**src/rtl/rgb_mixer_pkg.sv**
```systemverilog
`default_nettype none
// ============================================================================
// Module   : rgb_mixer_pkg
// Purpose  : Shared level width, debounce default and step direction type
//            for the rgb_mixer encoder front-ends and PWM generators.
// Revision : 1.0
// ============================================================================
package rgb_mixer_pkg;

    localparam int LEVEL_WIDTH      = 8;
    localparam int DEFAULT_DEBOUNCE = 16;

    typedef enum logic [1:0] {
        STEP_NONE = 2'd0,
        STEP_UP   = 2'd1,
        STEP_DN   = 2'd2
    } step_dir_t;

endpackage : rgb_mixer_pkg
`default_nettype wire

```
**src/rtl/input_debounce.sv**
```systemverilog
`default_nettype none
// ============================================================================
// Module   : input_debounce
// Purpose  : Two-flop synchroniser followed by a stability counter; the output
//            level follows the input only after DEBOUNCE_CYCLES stable samples.
// Revision : 1.0
// ============================================================================
module input_debounce
    import rgb_mixer_pkg::*;
#(
    parameter int DEBOUNCE_CYCLES = DEFAULT_DEBOUNCE
) (
    input  logic clk,
    input  logic rst_n,
    input  logic din,
    output logic dout
);

    localparam int              c_cnt_w    = (DEBOUNCE_CYCLES > 1) ? $clog2(DEBOUNCE_CYCLES) : 1;
    localparam logic [c_cnt_w-1:0] c_cnt_last = c_cnt_w'(DEBOUNCE_CYCLES - 1);

    logic               r_sync1;
    logic               r_sync2;
    logic               r_level;
    logic [c_cnt_w-1:0] r_cnt;

    always_ff @(posedge clk) begin
        if (!rst_n) begin
            r_sync1 <= 1'b0;
            r_sync2 <= 1'b0;
            r_level <= 1'b0;
            r_cnt   <= '0;
        end else begin
            r_sync1 <= din;
            r_sync2 <= r_sync1;
            // Any sample agreeing with the current level restarts the stability run.
            if (r_sync2 == r_level) begin
                r_cnt <= '0;
            end else if (r_cnt == c_cnt_last) begin
                r_level <= r_sync2;
                r_cnt   <= '0;
            end else begin
                r_cnt <= r_cnt + 1'b1;
            end
        end
    end

    assign dout = r_level;

endmodule : input_debounce
`default_nettype wire

```
**src/rtl/quad_encoder_counter.sv**
```systemverilog
`default_nettype none
// ============================================================================
// Module   : quad_encoder_counter
// Purpose  : Debounced x1 quadrature decoder driving a wrapping or clamping
//            level register with one-cycle up/down step strobes.
// Revision : 1.0
// ============================================================================
module quad_encoder_counter
    import rgb_mixer_pkg::*;
#(
    parameter int WIDTH           = LEVEL_WIDTH,
    parameter int DEBOUNCE_CYCLES = DEFAULT_DEBOUNCE,
    parameter int STEP            = 1,
    parameter int SATURATE        = 0
) (
    input  logic             clk,
    input  logic             rst_n,
    input  logic             enc_a,
    input  logic             enc_b,
    input  logic             en,
    output logic [WIDTH-1:0] value,
    output logic             step_up,
    output logic             step_dn
);

    localparam logic [WIDTH:0] c_step = (WIDTH + 1)'(STEP);
    localparam logic [WIDTH:0] c_max  = {1'b0, {WIDTH{1'b1}}};

    logic [1:0]       w_raw;
    logic [1:0]       w_deb;
    logic             r_a_prev;
    logic [WIDTH-1:0] r_value;
    logic             r_step_up;
    logic             r_step_dn;
    step_dir_t        w_dir;
    logic [WIDTH:0]   w_sum;
    logic [WIDTH:0]   w_diff;
    logic [WIDTH-1:0] w_next;

    assign w_raw = {enc_b, enc_a};

    for (genvar gi = 0; gi < 2; gi++) begin : g_chan
        input_debounce #(
            .DEBOUNCE_CYCLES(DEBOUNCE_CYCLES)
        ) u_debounce (
            .clk  (clk),
            .rst_n(rst_n),
            .din  (w_raw[gi]),
            .dout (w_deb[gi])
        );
    end

    // Only the rising edge of debounced A is a detent; B picks the direction.
    always_comb begin
        w_dir = STEP_NONE;
        if (w_deb[0] && !r_a_prev) begin
            w_dir = w_deb[1] ? STEP_DN : STEP_UP;
        end
    end

    assign w_sum  = {1'b0, r_value} + c_step;
    assign w_diff = {1'b0, r_value} - c_step;

    // The extra top bit flags overflow on the sum and borrow on the difference.
    always_comb begin
        w_next = r_value;
        case (w_dir)
            STEP_UP: begin
                if ((SATURATE != 0) && (w_sum > c_max)) begin
                    w_next = c_max[WIDTH-1:0];
                end else begin
                    w_next = w_sum[WIDTH-1:0];
                end
            end
            STEP_DN: begin
                if ((SATURATE != 0) && w_diff[WIDTH]) begin
                    w_next = '0;
                end else begin
                    w_next = w_diff[WIDTH-1:0];
                end
            end
            default: w_next = r_value;
        endcase
    end

    always_ff @(posedge clk) begin
        if (!rst_n) begin
            r_a_prev  <= 1'b0;
            r_value   <= '0;
            r_step_up <= 1'b0;
            r_step_dn <= 1'b0;
        end else begin
            r_a_prev  <= w_deb[0];
            r_step_up <= 1'b0;
            r_step_dn <= 1'b0;
            if (en && (w_dir != STEP_NONE)) begin
                r_value   <= w_next;
                r_step_up <= (w_dir == STEP_UP);
                r_step_dn <= (w_dir == STEP_DN);
            end
        end
    end

    assign value   = r_value;
    assign step_up = r_step_up;
    assign step_dn = r_step_dn;

endmodule : quad_encoder_counter
`default_nettype wire

```
**config.mk**
```make
export PLATFORM = sky130hd
export DESIGN_NAME = quad_encoder_counter
export DESIGN_NICKNAME = d
export VERILOG_FILES = /design/src/rtl/rgb_mixer_pkg.sv /design/src/rtl/input_debounce.sv /design/src/rtl/quad_encoder_counter.sv
export SDC_FILE = /design/constraint.sdc
export NUM_CORES = 1
export LEC_CHECK = 0
export ABC_AREA = 0
export BUFFER_PORTS_ARGS = -buffer_cell sky130_fd_sc_hd__buf_2
export CAP_MARGIN = 10
export CORE_MARGIN = 2
export CORE_UTILIZATION = 55
export DETAILED_ROUTE_END_ITERATION = 12
export PLACE_DENSITY = 0.88
export SLEW_MARGIN = 20
export SYNTH_ARGS = -nofsm -noshare
export SYNTH_HDL_FRONTEND = slang
export SYNTH_SLANG_ARGS = --single-unit
export TNS_END_PERCENT = 5
```
**constraint.sdc**
```tcl
create_clock -name clk -period 2.8 [get_ports clk]
set_input_delay 0 -clock clk [delete_from_list [all_inputs] [get_ports clk]]
set_output_delay 0 -clock clk [all_outputs]
set_load 0.005 [all_outputs]
```
# Yosys cells after proc, flatten, opt, wreduce, memory -nomap -nowiden
# Cells that the tools add are included.
[word_totals] reg_bits=25 latch_bits=0 mem_bits_rw=0 romBits=0 n_memories=0
[op_classes] addsub=4 mul=0 div_mod_pow=0 n_lt_le_gt_ge=0 eq_ne=6 n_shift=0 n_mux=3 bitwise_logic=3 reduce_logical=11
[ops] cell="8-bit one-hot mux with 2 select lines" count=1
[ops] cell="4-bit by 1-bit adder with 4-bit output, second input constant" count=2
[ops] cell="8-bit by 1-bit adder with 8-bit output, second input constant" count=1
[ops] cell="4-bit equality test, second input constant" count=2
[ops] cell="2-bit AND reduction" count=4
[ops] cell="8-bit by 1-bit subtractor with 8-bit output, second input constant" count=1
[ops] cell="3-bit OR reduction" count=2
[ops] cell="2-bit 2-to-1 mux" count=2
[ops] cell="2-bit nonzero test" count=2
[ops] cell="1-bit NOT" count=3
[ops] cell="1-bit equality test" count=2
[ops] cell="2-bit by 1-bit equality test with 1-bit output, second input constant" count=1
[ops] cell="2-bit equality test, second input constant" count=1
[ops] cell="1-bit logical AND" count=2
[ops] cell="1-bit logical NOT" count=1

# Depth between registers and ports, before layout
# Gate-level depths: netlist of the first run.
[depth] ltp_word=6 ltp_mapped=8 depth_no_buf=8

# Hierarchy
# Synthesis of the first run repeated with hierarchy kept, for this count alone.
[unflattened] cells_unflattened=126 area_unflattened_um2=1157.4
[by_module_without_submodules] mod="quad_encoder_counter" n_inst=1 cells_per_inst=80 area_each_um2=666.9 seq_area_each_um2=220.2
[by_module_without_submodules] mod="input_debounce" n_inst=2 cells_per_inst=23 area_each_um2=245.2 seq_area_each_um2=140.1

# Worst setup path after synthesis of the first run
# No wires, ideal clock.
[synth_timing] path_type="reg-to-reg" startpoint="register g_chan[0].u_debounce.r_level" endpoint="register r_value[7] (netlist: value[7])" t_arrival_ns=1.894 setup_slack_ns=0.835 stages_incl_launch_ff=9 path_buffers=0 period_less_slack_ns=1.965 cell_sequence="dfxtp_1 -> nand3b_1 -> inv_1 -> ha_1 -> a211oi_2 -> nor4b_2 -> o31a_1 -> nor3_2 -> mux2i_1"
[synth_via] elab_chain_len=5
[synth_rtl] item="from (decl)" line="input_debounce.sv:24" text="logic r_level;"
[synth_rtl] item="from (signal assigned)" line="input_debounce.sv:40" text="r_level <= r_sync2;"
[synth_rtl] item="1-bit logical AND *" line="quad_encoder_counter.sv:56" text="if (w_deb[0] && !r_a_prev) begin"
[synth_rtl] item="2-bit 2-to-1 mux *" line="quad_encoder_counter.sv:56"
[synth_rtl] item="2-bit by 1-bit equality test with 1-bit output (tied with other cells)" line="quad_encoder_counter.sv:67" text="case (w_dir)"
[synth_rtl] item="2-bit nonzero test (no source line) or 1-bit logical AND (tied branches)"
[synth_rtl] item="2-bit AND reduction (no source line)"
[synth_rtl] item="to (signal assigned)" line="quad_encoder_counter.sv:97" text="r_value <= w_next;"
[synth_rtl] item="to (decl)" line="quad_encoder_counter.sv:32" text="logic [WIDTH-1:0] r_value;"
# Mark *: on every way between the ends. The rest lies on a longest branch, timed or not.
# A chain may end at the register's enable or synchronous reset.

# Worst setup path after layout of the first run
# Ends and elaborated chain as after synthesis.

==> out/metrics.sh, run 1 <==
WORST_HOLD_STAGES=3
CRIT_PATH_START_KIND='flop'
DRT_PASS1_ITERATIONS=4
REPORT.FINAL.SETUP_VIOL=0
VIAS_PER_CELL=5.527
IO-PIN-COUNT=15
REPORT.POWER.TOTAL_mW=0.5343
WIRE_LENGTH_OF_THE_FIRST_GLOBAL_ROUTING_PASS_UM=3608
WORSTPATHARRIVAL_NS=2.48
NUMBER_OF_CLOCK_BUFFERS_INSERTED_BY_TRITONCTS=3
MAXCAPVIOLATIONS=0
MET3_USAGE=0.06845
TIMING.CRITICAL_PATH.SLOWEST_CELL_DELAY_NS=0.44
MAX-CLOCK-PATH-BUFFERS=2
ROUTABILITY_CONGESTION_ESTIMATE=0.9265
DRIVE_ABOVE_1_SHARE=0.1479
SYNTH_TOP_AREA_CELL='dfxtp_1'
DP.CELLS=163
REGTOREGSETUPSLACK_NS=0.57
WORST_SLEW_PIN_SLEW_NS=0.4549
BUSIEST_LAYER='met2'
SYNTH.AVG_CELL_AREA_UM2=9.414
AREA_GROWTH_PCT=10.86
SEQ_AREA_UM2=500.5
SYNTH-ASYNC-RESET-RATIO=0
GR-USAGE-ALL-LAYERS=0.1889
FINAL-MAX-SLEW-VIOLATION-COUNT=0
FINAL_CELL_COUNT_NO_FILL=169
MAPPEDNETLISTNETS=140
BUFFER_PORTS.INSERTED=14
CRIT_CELLS=8
NUMBER_OF_STORAGE_ELEMENTS_IN_THE_SYNTHESIS_NETLIST=25
FMAX_GHz=0.4485
VIA_COUNT=934
GRT_SETUP_UNREPAIRED='no'
MULTI_INPUT_AREA_UM2=634.4
CLK_TRANSITION_REPORTED_PATHS_NS=0.12
PLACE.DETAILED.HPWL_UM=1540
FLOORPLAN.DIE_AREA_MM2=0.002544
DRT_WL_TOTAL_UM=2085
NETLIST.AREA_LEADER.SHARE=0.4219
DRT-WIRELENGTH-PER-CELL_UM=12.34
TIMING.CRITICAL_PATH.MAX_DELAY_FAMILY='compound AO/OA/AOI/OAI gates'
SYNTH.DISTINCT_CELLS=41
OVERFLOW=0
MIN_PATH_TYPE='primary input to flop'
WORSTSKEWPAIRLATENCY_NS=0.32
DRC=0
CHIPHEIGHT_UM=50.44
FILLERS=168
PLACEABLECOREAREA_MM2=0.002002
CRITPATHREQUIREDTIME_NS=3.06
SYN-CELL-AREA_MM2=0.001186
WORST_SLEW_MARGIN_REL=0.6958
PWR_DENSITY_CELL_mW_PER_MM2=406.3
DIE_WIDTH_UM=50.44
FINALHOLDWORSTSLACK_NS=0.07632
POSTCTSRESIZEDCELLS=0
CP_SLOWEST_CELL='dfxtp_1'
SYNTHCELLS=126
TRITONCTS='done'
GRT_ANTENNA_BEFORE_REPAIR=0
CELLS_ALONG_THE_CRITICAL_PATH='nand3b_1 > inv_1 > ha_1 > a211oi_2 > nor4b_2 > o31a_1 > nor3_2 > mux2i_1'
GRT_MAX_DEGREE=19
WORST-SETUP-PATH-TYPE='flop to flop'
TIMING.SETUP.TNS_NS=0
CLOCK_TREE.HTREE_LEVEL_COUNT=1
DESIGN.FINAL.NETS=157
CTS.SINKS=25
CRIT_PATH_END_KIND='flop'
PLACEMENT_ROWS=16
SYNTH_TOP_CELLS_BY_AREA='dfxtp_1 (42%), ha_1 (8.4%), xor2_1 (4.4%)'
SHARE_OF_SYNTHESIZED_AREA_OCCUPIED_BY_FLIP_FLOPS_AND_LATCHES=0.4219
GRT_USE_MET2=0.3180
CELL_CHOSEN_FOR_THE_CLOCK_ROOT='clkbuf_4'
COUNT_OF_FLIP_FLOPS_WITH_A_BUILT_IN_ENABLE_AFTER_SYNTHESIS=0
CLOCK_SKEW_NS=0.007943
PEAK_VDD_IR_V=0.0003335
MET1_USAGE=0.2124
TIMING.FINAL.HOLD_VIOLATIONS=0
RR_WORST_DEPTH=8
FINALCRITICALPERIOD_NS=2.229
SYNTH-WARNING-COUNT=0
FIRST_GLOBAL_VIAS=895
POWER.LEAKAGE_nW=0.5958
DRT_ITER0_MARKERS=18
CP_NUM_BUF_INV=1
SHARE_OF_THE_CLOCK_PERIOD_USED_BY_THE_WORST_PATH_AFTER_LAYOUT=0.7962
STATUS='finished clean'
CRIT_FANOUT=8
ANTENNA-DIODE-COUNT=0
SYNTH_TOP_FLOP_CELL='dfxtp_1'
POST-ROUTE-UTIL=0.6569
ANTENNA_VIOLATING_NETS_POST_ROUTE=0
FLOORPLAN.INITIALDENSITY=0.5925
[timing repair]
| action | in CTS | in global routing |
|---|---|---|
| hold buffers | 2 | 0 |
| setup endpoints to repair | 0 | 0 |
| hold endpoints to repair | 2 | 0 |
| buffers inserted | 0 | 0 |
[logic make-up (layout without fill, tap and decap cells)]
logic type / Yosys count / after routing / share of synthesized area
and+or+nand+nor: 49 / 49 / 0.2310
AOI/OAI and AO/OA: 20 / 20 / 0.1182
buffers and inverters: 12 / 28 / 0.04325
xor gates and xnor gates: 8 / 8 / 0.05907
adders and majority gates: 9 / 9 / 0.1013
muxes: 3 / 3 / 0.02532
DFF: 25 / 25 / 0.4219
[registers in the layout, summed over array words and instances, names as in the netlist]
register and count:
step_up 1, g_chan.u_debounce.r_cnt 8, step_dn 1, g_chan.u_debounce.r_sync1 2, r_a_prev 1, value 8
g_chan.u_debounce.r_sync2 2, g_chan.u_debounce.dout 2
[tightest hold or removal path: stages]
cell,delay (ns)
buf_2,0.20
nand2_1,0.10
mux2i_1,0.05
[Yosys cell counts (2+ instances only)]
| cell | instances |
|---|---|
| dfxtp_1 | 25 |
| nor2_1 | 10 |
| ha_1 | 8 |
| nand3_1 | 8 |
| and2_1 | 7 |
| inv_1 | 7 |
| nand2_1 | 6 |
| xor2_1 | 6 |
| a21oi_1 | 4 |
| and3_1 | 3 |
| mux2i_1 | 3 |
| o211ai_1 | 3 |
| buf_2 | 2 |
| nand3b_1 | 2 |
| nand4_1 | 2 |
| nor3_1 | 2 |
| nor4_1 | 2 |
| o21ai_0 | 2 |
| xnor2_1 | 2 |
[metal layers]
| layer | part of all wire | up-vias |
|---|---|---|
| met1 | 0.45 | 425 |
| met3 | 0.046 | 6 |
| met2 | 0.48 | 29 |
| met5 | 0 | - |
| li1 | - | 474 |
| met4 | 0.016 | 0 |
[cell type report]
type | count | share of cell area
Tap cell | 27 | 0.02569
Inverter | 8 | 0.02284
Timing Repair Buffer | 16 | 0.06851
Sequential cell | 25 | 0.3806
Clock buffer | 4 | 0.01998
Multi-Input combinational cell | 89 | 0.4824
[path summary, 6_finish.rpt]
check,start,endpoint
setup reg to reg,g_chan[0].u_debounce.dout,value[7]
setup / recovery,g_chan[0].u_debounce.dout,value[7]
hold / removal,rst_n,value[7]
hold reg to reg,g_chan[0].u_debounce.r_sync1,g_chan[0].u_debounce.r_sync2
[cell usage in the layout, fill, tap and decap left out, types with 2 or more instances in the layout]
cell,instances
nor3_1,2
nand2_1,6
nand4_1,2
ha_1,8
dfxtp_1,25
clkbuf_4,3
nor4_1,2
buf_2,14
nor2_1,10
nand3_1,8
and3_1,3
xor2_1,6
xnor2_1,2
mux2i_1,3
inv_1,7
dlygate4sd3_1,2
nand3b_1,2
a21oi_1,4
and2_1,7
o21ai_0,2
o211ai_1,3
[metrics by stage]
step | setup WS [ns] | area, um2
after floorplan | 0.8349 | 1186
after global placement | 0.7179 | 1269
after detailed placement | 0.6094 | 1269
after CTS | 0.5685 | 1315
after global routing | 0.4108 | 1315
final | 0.5705 | 1315
[power by group]
| group | switching [mW] | leakage, nW | internal [mW] |
|---|---|---|---|
| registers | 0.00167 | 0.202 | 0.359 |
| logic | 0.00882 | 0.378 | 0.00666 |
| clock network | 0.102 | 0.0150 | 0.0558 |
| total | 0.113 | 0.596 | 0.422 |
Power figures use the tool's default switching activity.
==> run 2, diff against run 1 <==
==> constraint.sdc (replaced) <==
create_clock -name clk -period 2.2 [get_ports clk]
set_input_delay 0 -clock clk [delete_from_list [all_inputs] [get_ports clk]]
set_output_delay 0 -clock clk [all_outputs]
set_load 0.005 [all_outputs]
==> run 2 against run 1 <==
Net effect:
- worst hold slack got worse by 0.011 ns
- maximum frequency up 7.4%
- sequential power is 27% higher
- cell count unchanged
- cell area grew 1.4%
- clock skew decreased by 0.0046 ns
- largest cell class unchanged
- clock-buffer cell count is 1 lower
- die area unchanged
- critical path type unchanged
- sequential share of layout area fell by 0.16 points
- highest routed layer unchanged
- clock power grew 27%
==> out/metrics.sh, run 2 (same netlist as run 1, synthesis figures left out) <==
FINAL-MAX-SLEW-VIOLATION-COUNT=0
CLOCK_TREE.HTREE_LEVEL_COUNT=1
MAX-CLOCK-PATH-BUFFERS=2
PLACE.DETAILED.HPWL_UM=1573
WORST_SLEW_PIN_SLEW_NS=0.4594
CHIPHEIGHT_UM=50.44
P_INT_mW=0.5324
SHARE_OF_THE_CLOCK_PERIOD_USED_BY_THE_WORST_PATH_AFTER_LAYOUT=0.9435
CP_SLOWEST_CELL='dfxtp_1'
POST-ROUTE-UTIL=0.6663
NUMBER_OF_CLOCK_BUFFERS_INSERTED_BY_TRITONCTS=3
FLOORPLAN.INITIALDENSITY=0.5925
TIMING.FINAL.HOLD_VIOLATIONS=0
CRIT_CELLS=8
FMAX_GHz=0.4818
CRITPATHREQUIREDTIME_NS=2.46
DRT_ITER0_MARKERS=18
POWER_SWITCHING_SHARE=0.2146
WORST-SETUP-PATH-TYPE='flop to flop'
MIN_TO='value[7]'
DRC=0
POWER.LEAKAGE_nW=0.5943
GRT_ANTENNA_BEFORE_REPAIR=0
GRT_MAX_DEGREE=19
DRT_WL_TOTAL_UM=2117
AREA_GROWTH_PCT=12.45
BUFFER_PORTS.INSERTED=14
WIRE_LENGTH_OF_THE_FIRST_GLOBAL_ROUTING_PASS_UM=3594
MAXCAPVIOLATIONS=0
CRIT_FANOUT=8
FIRST_GLOBAL_VIAS=891
CTS.SINKS=25
GRT_SETUP_UNREPAIRED='no'
FINALCRITICALPERIOD_NS=2.076
LAYOUT_COMMON_CELLS='dfxtp_1 (23), buf_2 (14), nor2_1 (10)'
VIA_COUNT=950
P_COMB_FRAC=0.029
SEQUENTIALPOWERSHARE=0.676
CELLS_ALONG_THE_CRITICAL_PATH='nand3b_1 > inv_2 > ha_1 > o21ai_1 > nor4b_2 > o31a_1 > nor3_2 > mux2i_1'
REGTOREGSETUPSLACK_NS=0.12
DESIGN.FINAL.NETS=157
PLACEMENT_ROWS=16
MULTI_INPUT_AREA_UM2=646.9
TIMING.CRITICAL_PATH.MAX_DELAY_FAMILY='compound AO/OA/AOI/OAI gates'
PWR_DENSITY_CELL_mW_PER_MM2=508.3
VIAS_PER_CELL=5.621
CP_NUM_BUF_INV=1
ANTENNA-DIODE-COUNT=0
TRITONCTS='done'
ANTENNA_VIOLATING_NETS_POST_ROUTE=0
STATUS='finished clean'
DIE_WIDTH_UM=50.44
REGTOREGENDPOINT='value[7]'
RR_WORST_DEPTH=8
CLOCK_SKEW_NS=0.003353
DRIVE_ABOVE_1_SHARE=0.1831
WORSTPATHARRIVAL_NS=2.33
P_SW_mW=0.1455
FILLERS=173
CRIT_PATH_END_KIND='flop'
CLK_TRANSITION_REPORTED_PATHS_NS=0.13
REPORT.POWER.TOTAL_mW=0.6779
PLACEABLECOREAREA_MM2=0.002002
MIN_PATH_TYPE='primary input to flop'
DRT-WIRELENGTH-PER-CELL_UM=12.53
ROUTABILITY_CONGESTION_ESTIMATE=0.9261
RR_STARTPOINT='r_a_prev'
OVERFLOW=0
FLOORPLAN.DIE_AREA_MM2=0.002544
IO-PIN-COUNT=15
LEADING_CELL_TYPE_IN_THE_LAYOUT_FILL_AND_TAPS_EXCLUDED='dfxtp_1'
PWR-SHARE-CLK=0.295
TIMING.CRITICAL_PATH.SLOWEST_CELL_DELAY_NS=0.34
CELL_CHOSEN_FOR_THE_CLOCK_ROOT='clkbuf_4'
WORST_HOLD_STAGES=3
WORSTSKEWPAIRLATENCY_NS=0.31
SEQ_AREA_UM2=505.5
WORST_SLEW_MARGIN_REL=0.6928
REPORT.FINAL.SETUP_VIOL=0
DRT_PASS1_ITERATIONS=4
TIMING.HOLD.WORST.START='rst_n'
PEAK_VDD_IR_V=0.0003153
GR-USAGE-ALL-LAYERS=0.1830
CRIT_PATH_START_KIND='flop'
-- run 2: changes by cell type in the layout (fill, tap and decap cells not counted), sizes merged --
cell and delta:
clkinv +1, clkbuf -1
-- run 2: worst max-delay path by stage --
| stage | startpoint | endpoint | slack, ns |
|---|---|---|---|
| after floorplan | g_chan[0].u_debounce.dout | value[7] | 0.23 |
| after global placement | g_chan[0].u_debounce.dout | value[7] | 0.12 |
| after detailed placement | g_chan[0].u_debounce.dout | value[7] | -0.02 |
| after CTS | g_chan[0].u_debounce.dout | value[7] | 0.04 |
| after global routing | r_a_prev | value[7] | 0.001 |
| final | r_a_prev | value[7] | 0.12 |
-- run 2: per-layer routing --
layer  share of wire  track usage
met5               0            0
met4           0.014      0.08108
met1            0.45       0.2172
met3           0.057      0.02976
met2            0.48       0.3224
-- run 2: worst min-delay path: stages --
cell and delay [ns]:
buf_2 0.19, nand2_1 0.10, mux2i_1 0.05
-- run 2: timing repair --
action                                 in CTS  in global routing
gates resized for setup                     1                  5
gates cloned                                0                  0
setup endpoints to repair                   1                  4
endpoints found under the hold margin       2                  0
pin swaps                                   0                  1
setup buffers                               0                  0
hold buffers                                2                  0
-- run 2: power by group through the flow --
stage / clock network (mW) / registers, mW / logic (mW)
2_1_floorplan: 0 / 0.469 / 0.0120
3_3_place_gp: 0 / 0.469 / 0.0162
5_1_grt: 0.212 / 0.459 / 0.0221
3_5_place_dp: 0 / 0.469 / 0.0172
6_report: 0.200 / 0.458 / 0.0195
4_1_cts: 0.206 / 0.459 / 0.0197
-- run 2: per-stage QoR --
stage	std cells	instance area [um2]	setup TNS (ns)	worst slack [ns]	hold WS, ns
after CTS	169	1316	0	0.04168	0.06665
final	169	1334	0	0.1243	0.06539
after detailed placement	163	1269	-0.02275	-0.02275	0.2113
after floorplan	126	1186	0	0.2349	0.1273
after global routing	169	1334	0	0.001205	0.09010
after global placement	163	1269	0	0.1177	0.2069
-- run 2: final cells by class --
class / count / share of cell area
Sequential cell: 25 / 0.3790
Multi-Input combinational cell: 89 / 0.4850
Tap cell: 27 / 0.02533
Timing Repair Buffer: 16 / 0.06754
Clock buffer: 3 / 0.01689
Clock inverter: 1 / 0.003752
Inverter: 8 / 0.02251
